==> src/rtl/mdu_pkg.sv <==
// Shared definitions for the MDU M-stage back end: Funct3 encodings and
// the divider FSM state type.
package mdu_pkg;

    localparam logic [2:0] F3_MUL    = 3'b000;
    localparam logic [2:0] F3_MULH   = 3'b001;
    localparam logic [2:0] F3_MULHSU = 3'b010;
    localparam logic [2:0] F3_MULHU  = 3'b011;
    localparam logic [2:0] F3_DIV    = 3'b100;
    localparam logic [2:0] F3_DIVU   = 3'b101;
    localparam logic [2:0] F3_REM    = 3'b110;
    localparam logic [2:0] F3_REMU   = 3'b111;

    typedef enum logic [1:0] {
        IDLE = 2'b00,
        BUSY = 2'b01,
        DONE = 2'b10
    } divstate_t;

endpackage

==> src/rtl/mdu_result_if.sv <==
// Operand, op-type, product and result signals exchanged between the
// pipeline (master) and the MDU back end (slave).
interface mdu_result_if #(
    parameter int XLEN = 64
);
    logic [XLEN-1:0]   ForwardedSrcAE;
    logic [XLEN-1:0]   ForwardedSrcBE;
    logic              IntDivE;
    logic [2:0]        Funct3E;
    logic              W64E;
    logic [2:0]        Funct3M;
    logic              W64M;
    logic [2*XLEN-1:0] ProdM;
    logic              DivBusyE;
    logic [XLEN-1:0]   MDUResultW;

    modport master (
        output ForwardedSrcAE, ForwardedSrcBE, IntDivE, Funct3E, W64E,
        output Funct3M, W64M, ProdM,
        input  DivBusyE, MDUResultW
    );

    modport slave (
        input  ForwardedSrcAE, ForwardedSrcBE, IntDivE, Funct3E, W64E,
        input  Funct3M, W64M, ProdM,
        output DivBusyE, MDUResultW
    );
endinterface

==> src/rtl/flopenrc.sv <==
// Pipeline register with synchronous reset, synchronous clear and enable.
// Clear takes priority over enable.
module flopenrc #(
    parameter int WIDTH = 8
) (
    input  logic             clk,
    input  logic             reset,
    input  logic             clear,
    input  logic             en,
    input  logic [WIDTH-1:0] d,
    output logic [WIDTH-1:0] q
);
    always_ff @(posedge clk) begin
        if (reset)      q <= '0;
        else if (clear) q <= '0;
        else if (en)    q <= d;
    end
endmodule

==> src/rtl/mdu_result_div_iter.sv <==
// Iterative radix-2 restoring divider with sign fix-up and M-stage quotient/
// remainder registers. MDU_DIV_FASTZERO_EN: divide-by-zero skips iteration.
import mdu_pkg::*;

module div_iter #(
    parameter int XLEN = 64
) (
    input  logic            clk,
    input  logic            reset,
    input  logic            StallE,
    input  logic            FlushE,
    input  logic            StallM,
    input  logic            FlushM,
    input  logic [XLEN-1:0] ForwardedSrcAE,
    input  logic [XLEN-1:0] ForwardedSrcBE,
    input  logic            IntDivE,
    input  logic            DivUnsignedE,
    input  logic            W64E,
    output logic            DivBusyE,
    output logic [XLEN-1:0] QuotM,
    output logic [XLEN-1:0] RemM
);
    localparam int CW = $clog2(XLEN) + 1;

    divstate_t       state;
    logic [XLEN-1:0] rem, quot, divisor;
    logic [CW-1:0]   count;
    logic            qneg, rneg;

    logic            wop, sgn, a_neg, b_neg, div_zero, launch;
    logic [XLEN-1:0] a_ext, b_ext, a_mag, b_mag, a_init;
    logic [XLEN:0]   rem_sh, diff;
    logic [XLEN-1:0] quot_fix, rem_fix;

    assign wop = W64E & (XLEN == 64);
    assign sgn = ~DivUnsignedE;

    always_comb begin
        a_ext = ForwardedSrcAE;
        b_ext = ForwardedSrcBE;
        if (wop) begin
            a_ext = sgn ? XLEN'($signed(ForwardedSrcAE[31:0])) : XLEN'(ForwardedSrcAE[31:0]);
            b_ext = sgn ? XLEN'($signed(ForwardedSrcBE[31:0])) : XLEN'(ForwardedSrcBE[31:0]);
        end
    end

    assign a_neg    = sgn & a_ext[XLEN-1];
    assign b_neg    = sgn & b_ext[XLEN-1];
    assign a_mag    = a_neg ? -a_ext : a_ext;
    assign b_mag    = b_neg ? -b_ext : b_ext;
    // W ops run 32 steps, so the dividend starts in the upper half of quot
    assign a_init   = wop ? (a_mag << 32) : a_mag;
    assign div_zero = (b_mag == '0);

    assign rem_sh = {rem, quot[XLEN-1]};
    assign diff   = rem_sh - {1'b0, divisor};

    // Busy is raised combinationally in the launch cycle so E stalls at once
    assign launch   = (state == IDLE) & IntDivE & ~FlushE;
    assign DivBusyE = launch | (state == BUSY);

    always_ff @(posedge clk) begin
        if (reset) begin
            state   <= IDLE;
            rem     <= '0;
            quot    <= '0;
            divisor <= '0;
            count   <= '0;
            qneg    <= 1'b0;
            rneg    <= 1'b0;
        end else begin
            case (state)
                IDLE: begin
                    if (launch) begin
                        divisor <= b_mag;
                        qneg    <= (a_neg ^ b_neg) & ~div_zero;
                        rneg    <= a_neg;
                        count   <= wop ? CW'(32) : CW'(XLEN);
`ifdef MDU_DIV_FASTZERO_EN
                        if (div_zero) begin
                            quot  <= '1;
                            rem   <= a_mag;
                            state <= DONE;
                        end else begin
                            quot  <= a_init;
                            rem   <= '0;
                            state <= BUSY;
                        end
`else
                        quot  <= a_init;
                        rem   <= '0;
                        state <= BUSY;
`endif
                    end
                end
                BUSY: begin
                    if (FlushE) begin
                        state <= IDLE;
                    end else begin
                        if (!diff[XLEN]) begin
                            rem  <= diff[XLEN-1:0];
                            quot <= {quot[XLEN-2:0], 1'b1};
                        end else begin
                            rem  <= rem_sh[XLEN-1:0];
                            quot <= {quot[XLEN-2:0], 1'b0};
                        end
                        count <= count - 1'b1;
                        if (count == CW'(1)) state <= DONE;
                    end
                end
                DONE: begin
                    if (FlushE | ~StallE) state <= IDLE;
                end
                default: state <= IDLE;
            endcase
        end
    end

    assign quot_fix = qneg ? -quot : quot;
    assign rem_fix  = rneg ? -rem  : rem;

    flopenrc #(.WIDTH(XLEN)) quot_reg (
        .clk(clk), .reset(reset), .clear(FlushM),
        .en((state == DONE) & ~StallM), .d(quot_fix), .q(QuotM)
    );

    flopenrc #(.WIDTH(XLEN)) rem_reg (
        .clk(clk), .reset(reset), .clear(FlushM),
        .en((state == DONE) & ~StallM), .d(rem_fix), .q(RemM)
    );
endmodule

==> src/rtl/mdu_result.sv <==
// MDU M-stage back end: divider, result select with W-op sign extension,
// and the Writeback result register.
import mdu_pkg::*;

module mdu_result #(
    parameter int XLEN = 64
) (
    input  logic  clk,
    input  logic  reset,
    input  logic  StallE,
    input  logic  FlushE,
    input  logic  StallM,
    input  logic  FlushM,
    input  logic  StallW,
    input  logic  FlushW,
    mdu_result_if.slave mdu
);
    logic [XLEN-1:0] QuotM, RemM, sel, result;
    logic            unused_f3e;

    assign unused_f3e = &{1'b0, mdu.Funct3E[2:1]};

    div_iter #(.XLEN(XLEN)) div (
        .clk(clk),
        .reset(reset),
        .StallE(StallE),
        .FlushE(FlushE),
        .StallM(StallM),
        .FlushM(FlushM),
        .ForwardedSrcAE(mdu.ForwardedSrcAE),
        .ForwardedSrcBE(mdu.ForwardedSrcBE),
        .IntDivE(mdu.IntDivE),
        .DivUnsignedE(mdu.Funct3E[0]),
        .W64E(mdu.W64E),
        .DivBusyE(mdu.DivBusyE),
        .QuotM(QuotM),
        .RemM(RemM)
    );

    always_comb begin
        sel = RemM;
        case (mdu.Funct3M)
            F3_MUL:                      sel = mdu.ProdM[XLEN-1:0];
            F3_MULH, F3_MULHSU, F3_MULHU: sel = mdu.ProdM[2*XLEN-1:XLEN];
            F3_DIV, F3_DIVU:             sel = QuotM;
            default:                     sel = RemM;
        endcase
    end

    assign result = (mdu.W64M & (XLEN == 64)) ? XLEN'($signed(sel[31:0])) : sel;

    flopenrc #(.WIDTH(XLEN)) result_reg (
        .clk(clk), .reset(reset), .clear(FlushW),
        .en(~StallW), .d(result), .q(mdu.MDUResultW)
    );
endmodule
==> src/flat_wrapper.sv <==
// flat-port wrapper written by rule: the top's interface ports become plain ports
module mdu_result_flat 
#(
    parameter int XLEN = 64
)
  (clk, reset, StallE, FlushE, StallM, FlushM, StallW, FlushW, mdu_ForwardedSrcAE, mdu_ForwardedSrcBE, mdu_IntDivE, mdu_Funct3E, mdu_W64E, mdu_Funct3M, mdu_W64M, mdu_ProdM, mdu_DivBusyE, mdu_MDUResultW);
  mdu_result_if #(.XLEN(XLEN)) mdu_i ();
  input  logic clk;
  input  logic reset;
  input  logic StallE;
  input  logic FlushE;
  input  logic StallM;
  input  logic FlushM;
  input  logic StallW;
  input  logic FlushW;
  input wire logic [$bits(mdu_i.ForwardedSrcAE)-1:0] mdu_ForwardedSrcAE;
  input wire logic [$bits(mdu_i.ForwardedSrcBE)-1:0] mdu_ForwardedSrcBE;
  input wire logic [$bits(mdu_i.IntDivE)-1:0] mdu_IntDivE;
  input wire logic [$bits(mdu_i.Funct3E)-1:0] mdu_Funct3E;
  input wire logic [$bits(mdu_i.W64E)-1:0] mdu_W64E;
  input wire logic [$bits(mdu_i.Funct3M)-1:0] mdu_Funct3M;
  input wire logic [$bits(mdu_i.W64M)-1:0] mdu_W64M;
  input wire logic [$bits(mdu_i.ProdM)-1:0] mdu_ProdM;
  output wire logic [$bits(mdu_i.DivBusyE)-1:0] mdu_DivBusyE;
  output wire logic [$bits(mdu_i.MDUResultW)-1:0] mdu_MDUResultW;
  assign mdu_i.ForwardedSrcAE = mdu_ForwardedSrcAE;
  assign mdu_i.ForwardedSrcBE = mdu_ForwardedSrcBE;
  assign mdu_i.IntDivE = mdu_IntDivE;
  assign mdu_i.Funct3E = mdu_Funct3E;
  assign mdu_i.W64E = mdu_W64E;
  assign mdu_i.Funct3M = mdu_Funct3M;
  assign mdu_i.W64M = mdu_W64M;
  assign mdu_i.ProdM = mdu_ProdM;
  assign mdu_DivBusyE = mdu_i.DivBusyE;
  assign mdu_MDUResultW = mdu_i.MDUResultW;
  mdu_result #(.XLEN(XLEN)) u_core (.clk(clk), .reset(reset), .StallE(StallE), .FlushE(FlushE), .StallM(StallM), .FlushM(FlushM), .StallW(StallW), .FlushW(FlushW), .mdu(mdu_i));
endmodule
==> config.mk <==
export PLATFORM = sky130hd
export DESIGN_NAME = mdu_result_flat
export DESIGN_NICKNAME = d
export VERILOG_FILES = /design/src/rtl/mdu_pkg.sv /design/src/rtl/mdu_result_if.sv /design/src/rtl/flopenrc.sv /design/src/rtl/mdu_result_div_iter.sv /design/src/rtl/mdu_result.sv /design/src/flat_wrapper.sv
export SDC_FILE = /design/constraint.sdc
export NUM_CORES = 1
export LEC_CHECK = 0
export BUFFER_PORTS_ARGS = -buffer_cell sky130_fd_sc_hd__buf_2
export CAP_MARGIN = 20
export CORE_UTILIZATION = 49
export DETAILED_ROUTE_END_ITERATION = 16
export PLACE_DENSITY = 0.69
export SLEW_MARGIN = 25
export SYNTH_ARGS = -nofsm -noshare
export SYNTH_HDL_FRONTEND = slang
export SYNTH_HIERARCHICAL = 1
export SYNTH_SLANG_ARGS = --single-unit
export TNS_END_PERCENT = 10
==> constraint.sdc <==
create_clock -name clk -period 5.03 [get_ports clk]
set_clock_uncertainty 0.05 [all_clocks]
set_input_delay 0.2515 -clock clk [delete_from_list [all_inputs] [get_ports clk]]
set_output_delay 0.2515 -clock clk [all_outputs]
set_load 0.03 [all_outputs]
Word level (Yosys, flattened, before mapping)
Index checks and enable logic that the tools add are counted.
- equality and inequality tests: 12
- bitwise logic cells: 14
- reduce and logical (&&, ||, !) cells: 11
- multiplexer cells: 28
- add/sub/neg operators: 6
- operator list (cell ; number):
    two-way mux 64 bit ; 15
    negator 64 bit ; 4
    one-hot mux 64 bit (2 select lines) ; 2
    one-hot mux 64 bit (3 select lines) ; 1
    subtractor 65 x 64 -> 65 bit ; 1
    logical NOT 64 bit ; 1
    two-way mux 7 bit ; 3
    one-hot mux 7 bit (2 select lines) ; 1
    two-way mux 2 bit ; 4
    equality test 7 x 1 -> 1 bit (second input constant) ; 1
    subtractor 7 x 1 -> 7 bit (second input constant) ; 1
    AND 1 bit ; 6
    equality test 3 x 2 -> 1 bit (second input constant) ; 2
    equality test 3 bit (second input constant) ; 2
    inequality test 2 bit (second input constant) ; 3
    one-hot mux 2 bit (3 select lines) ; 1
    AND reduction 3 bit ; 2
    OR reduction 2 bit ; 3
    NOT 1 bit ; 5
    equality test 3 x 1 -> 1 bit (second input constant) ; 1
    logical NOT 3 bit ; 1
    inequality test 3 x 2 -> 1 bit (second input constant) ; 1
    OR reduction 3 bit ; 1
    equality test 2 x 1 -> 1 bit (second input constant) ; 1
    7 further kinds ; 8
- register bits: 395
- word-level logic and storage cells: 81

Longest topological paths before layout
- word-level depth: 7
- gate-level depth with buffers: 15

Hierarchy
The synthesis kept the hierarchy.
- modules (own cells, without submodules) (module ; area an instance (um2) ; times used ; sequential area each (um2) ; cells an instance):
    div_iter ; 18818.0 ; 1 ; 4063.9 ; 2635
    flopenrc ; 2348.5 ; 3 ; 1281.2 ; 207
    mdu_result ; 2865.2 ; 1 ; 0.0 ; 345

Worst setup path after synthesis
OpenSTA, ideal clock, no wires.
- path kind: reg2reg
- from: register u_core.div.rem[27]
- to: register u_core.div.rem_reg.q[63]
- setup time: 0.114 ns
- required time: 4.866 ns
- data arrival time: 3.847 ns
- slack: 1.019 ns
- path buffers: 0
- cell stages (with the launch flop): 13
- period minus slack after synthesis: 4.011 ns
- path through: dfxtp_1 or4_4 or4_1 or2_1 or4_4 or2_1 or3_4 or4_4 or3_4 o41ai_4 xnor2_1 mux2i_1 nor2_1
- word-level cells in the longest chain between the ends: 2
- ends and longest elaborated chain (element ; line ; RTL):
    from (decl) ; mdu_result_div_iter.sv:26 ; logic [XLEN-1:0] rem, quot, divisor;
    from (signal assigned) ; mdu_result_div_iter.sv:101 ; rem <= diff[XLEN-1:0];
    from (signal assigned) ; mdu_result_div_iter.sv:104 ; rem <= rem_sh[XLEN-1:0];
    negator 64 bit ; mdu_result_div_iter.sv:120 ; assign rem_fix = rneg ? -rem : rem;
    two-way mux 64 bit ; mdu_result_div_iter.sv:120 ;
    via u_core.div.rem_fix[63] ; mdu_result_div_iter.sv:33 ; logic [XLEN-1:0] quot_fix, rem_fix;
    to (signal assigned) ; flopenrc.sv:14 ; if (reset) q <= '0;
    to (signal assigned) ; flopenrc.sv:15 ; else if (clear) q <= '0;
    to (signal assigned) ; flopenrc.sv:16 ; else if (en) q <= d;
    to (decl) ; flopenrc.sv:11 ; output logic [WIDTH-1:0] q
The timed path passes the listed nets, and every way through them passes these cells.
A chain may end at the register's enable or synchronous reset.

Final worst setup path
- from: register u_core.div.rem[8]
- to: register u_core.div.rem_reg.q[63]
Same word-level chain as after synthesis.

==> impl_metrics.json <==
{
  "yosysWarnings": 6,
  "die_h_microns": 244,
  "synthCells": 3601,
  "core_sq_um": 57800,
  "worst-path-max-fanout": 8,
  "finish.utilization": 0.560,
  "drtIter0Drc": 3639,
  "die_x_microns": 244,
  "dieArea_sq_um": 59600,
  "ys_seq_area_frac": 0.275,
  "numCtsBuffers": 44,
  "clkTransAtPathRegs_ps": 60,
  "crit_required_ps": 5450,
  "cts_tree": "built",
  "reg2reg_depth": 12,
  "grt_pass1_vias": 25194,
  "powerDensity_nw_per_um2": 270,
  "drt-vias-per-instance": 6.17,
  "synth.top_cell.area_share": 0.275,
  "area_delta_synth_final_pct": 12.7,
  "relSlewSlack": 0.307,
  "grt_overflow": 0,
  "synth-edff-count": 0,
  "dr.pass1.iters": 12,
  "top_layer": "met5",
  "start_kind": "register",
  "root_buffer": "clkbuf_16",
  "io_buffer_count": 335,
  "setup_viol": 0,
  "min_period_ps": 4370,
  "place_hpwl_mm": 75.2,
  "synth.distinct_cells": 88,
  "hold_path_class": "in2reg",
  "yosys.area.top_type": "dfxtp_1",
  "rsz0062_at_grt": "no",
  "gp_congestion": 0.963,
  "synth_area_per_cell_sq_um": 7.98,
  "drc": 0,
  "synth_nets": 3946,
  "ys_seq_elements": 395,
  "dr_wl_met3_mm": 8.55,
  "route.met2.wl_mm": 43.2,
  "rows": 88,
  "synthTopCellsByCount": "nor2_1, dfxtp_1, nand2_1, o21ai_0, mux2i_1",
  "synthesis.area_sq_um": 28700,
  "start_util": 0.497,
  "criticalPathCategory": "reg2reg",
  "grt_pass1_wl_mm": 151,
  "routed_wl_mm": 99.2,
  "htreeDepth": 2,
  "track_usage": 0.319,
  "met1_length_mm": 44.2,
  "ir_drop_uv": 220,
  "route.vias.total": 28525,
  "cts_num_sinks": 395,
  "p_leak_uw": 0.0125,
  "ys_async_sr_fraction": 0,
  "drv_cap": 0,
  "grt_start_max_net_pins": 129,
  "ys.flop_type": "dfxtp_1",
  "cp.arrival_ps": 4790,
  "cts_resized": 0,
  "clock.fmax_mhz": 229,
  "finalCritPeriodShare": 0.868,
  "clock_latency_ps": 610,
  "status": "completed",
  "io_pins": 338,
  "hold_viol": 0,
  "min_path_cells": 3,
  "maxSlewViolCount": 0,
  "endpoint_kind": "register",
  "clockBufferDepth": 3,
  "nNetsFinal": 4163,
  "synthTopCellsByArea": "dfxtp_1, mux2i_1, xnor2_1, nor2_1, o21ai_0",
  "worst_slew_pin_slew_ps": 1040,
  "layout-drive-gt1-share": 0.143,
  "tns_ps": 0,
  "ant_nets": 0,
  "wire_per_inst_microns": 21.5,
  "antenna_found_initial": 7,
  "yosysMostFrequentCell": "nor2_1"
}
critical path: stages, from the launching register on:
cell and delay, ps:
dfxtp_1 400, or4_1 630, nor4_2 290, nand3_1 230
or4_1 580, or2_1 310, or3_4 360, or4_4 450
or3_4 400, o41ai_4 220, xnor2_1 100, mux2i_1 160
nor2_1 60
per-stage QoR:
step	hold WS, ps	total power, uW	cell area, sq um	setup slack, ps	instances
floorplan	291	4690	28700	1020	3601
global placement	389	5290	30500	783	4501
detailed placement	395	5300	30500	705	4501
CTS	6.22	8710	32400	706	4616
global route	44.3	9060	32400	440	4620
finish	29.8	8740	32400	664	4621
path summary, 6_finish.rpt:
check / slack, ps / from / to
setup / recovery: 660 / u_core/div/rem[8] / u_core/div/rem_reg/q[63]
hold / removal: 30 / mdu_ForwardedSrcBE[3] / u_core/div/divisor[3]
setup reg to reg: 660 / u_core/div/rem[8] / u_core/div/rem_reg/q[63]
hold reg to reg: 400 / u_core/div/divisor[32] / u_core/div/divisor[32]
layout by cell type, fill, tap and decap left out, drive strengths merged, types with 40 or more instances in the layout:
cell type,instances
a211oi,65
a21oi,216
buf,389
clkbuf,62
dfxtp,395
ha,71
inv,127
mux2i,233
nand2,287
nand2b,52
nand3,45
nor2,447
nor3,78
nor4,46
o21ai,243
o31ai,54
o41ai,40
or2,47
or3,59
xnor2,224
xor2,82
repair_timing:
action                                  CTS  global route
endpoints found under the hold margin    35             0
hold buffers                             36             0
buffers inserted                          0             0
endpoints found under the setup margin    0             0
power breakdown:
group          internal [uW]  total [uW]  switching, uW  leakage [uW]
Sequential              3230        3350            125       0.00320
Clock                   2030        3420           1390      0.000765
Combinational            718        1960           1250       0.00851
Total                   5970        8740           2760        0.0125
cell type report:
type	instances	area, sq um
fill	5459	25400
multi-input combinational	2826	19000
sequential	395	7920
timing repair buffer	425	2470
clock buffer	62	1310
tap	765	957
inverter	126	474
clock inverter	17	231
antenna	5	12.5
routing by layer:
metal / vias up / track usage
met3: 181 / 0.0471
met4: 4 / 0.102
met1: 13425 / 0.459
met5: - / 0
li1: 13523 / -
met2: 1392 / 0.486
logic make-up (layout without fill, tap and decap cells):
kind of cell	Yosys count	in the layout	share of synthesized area
AOI/OAI and AO/OA	963	963	0.221
xor gates and xnor gates	306	306	0.0933
adders and majority gates	72	72	0.0316
buffers and inverters	380	630	0.0657
DFF	395	395	0.275
muxes	302	302	0.120
other	0	5	0
and+or+nand+nor	1183	1183	0.193
Power figures use the tool's default switching activity.
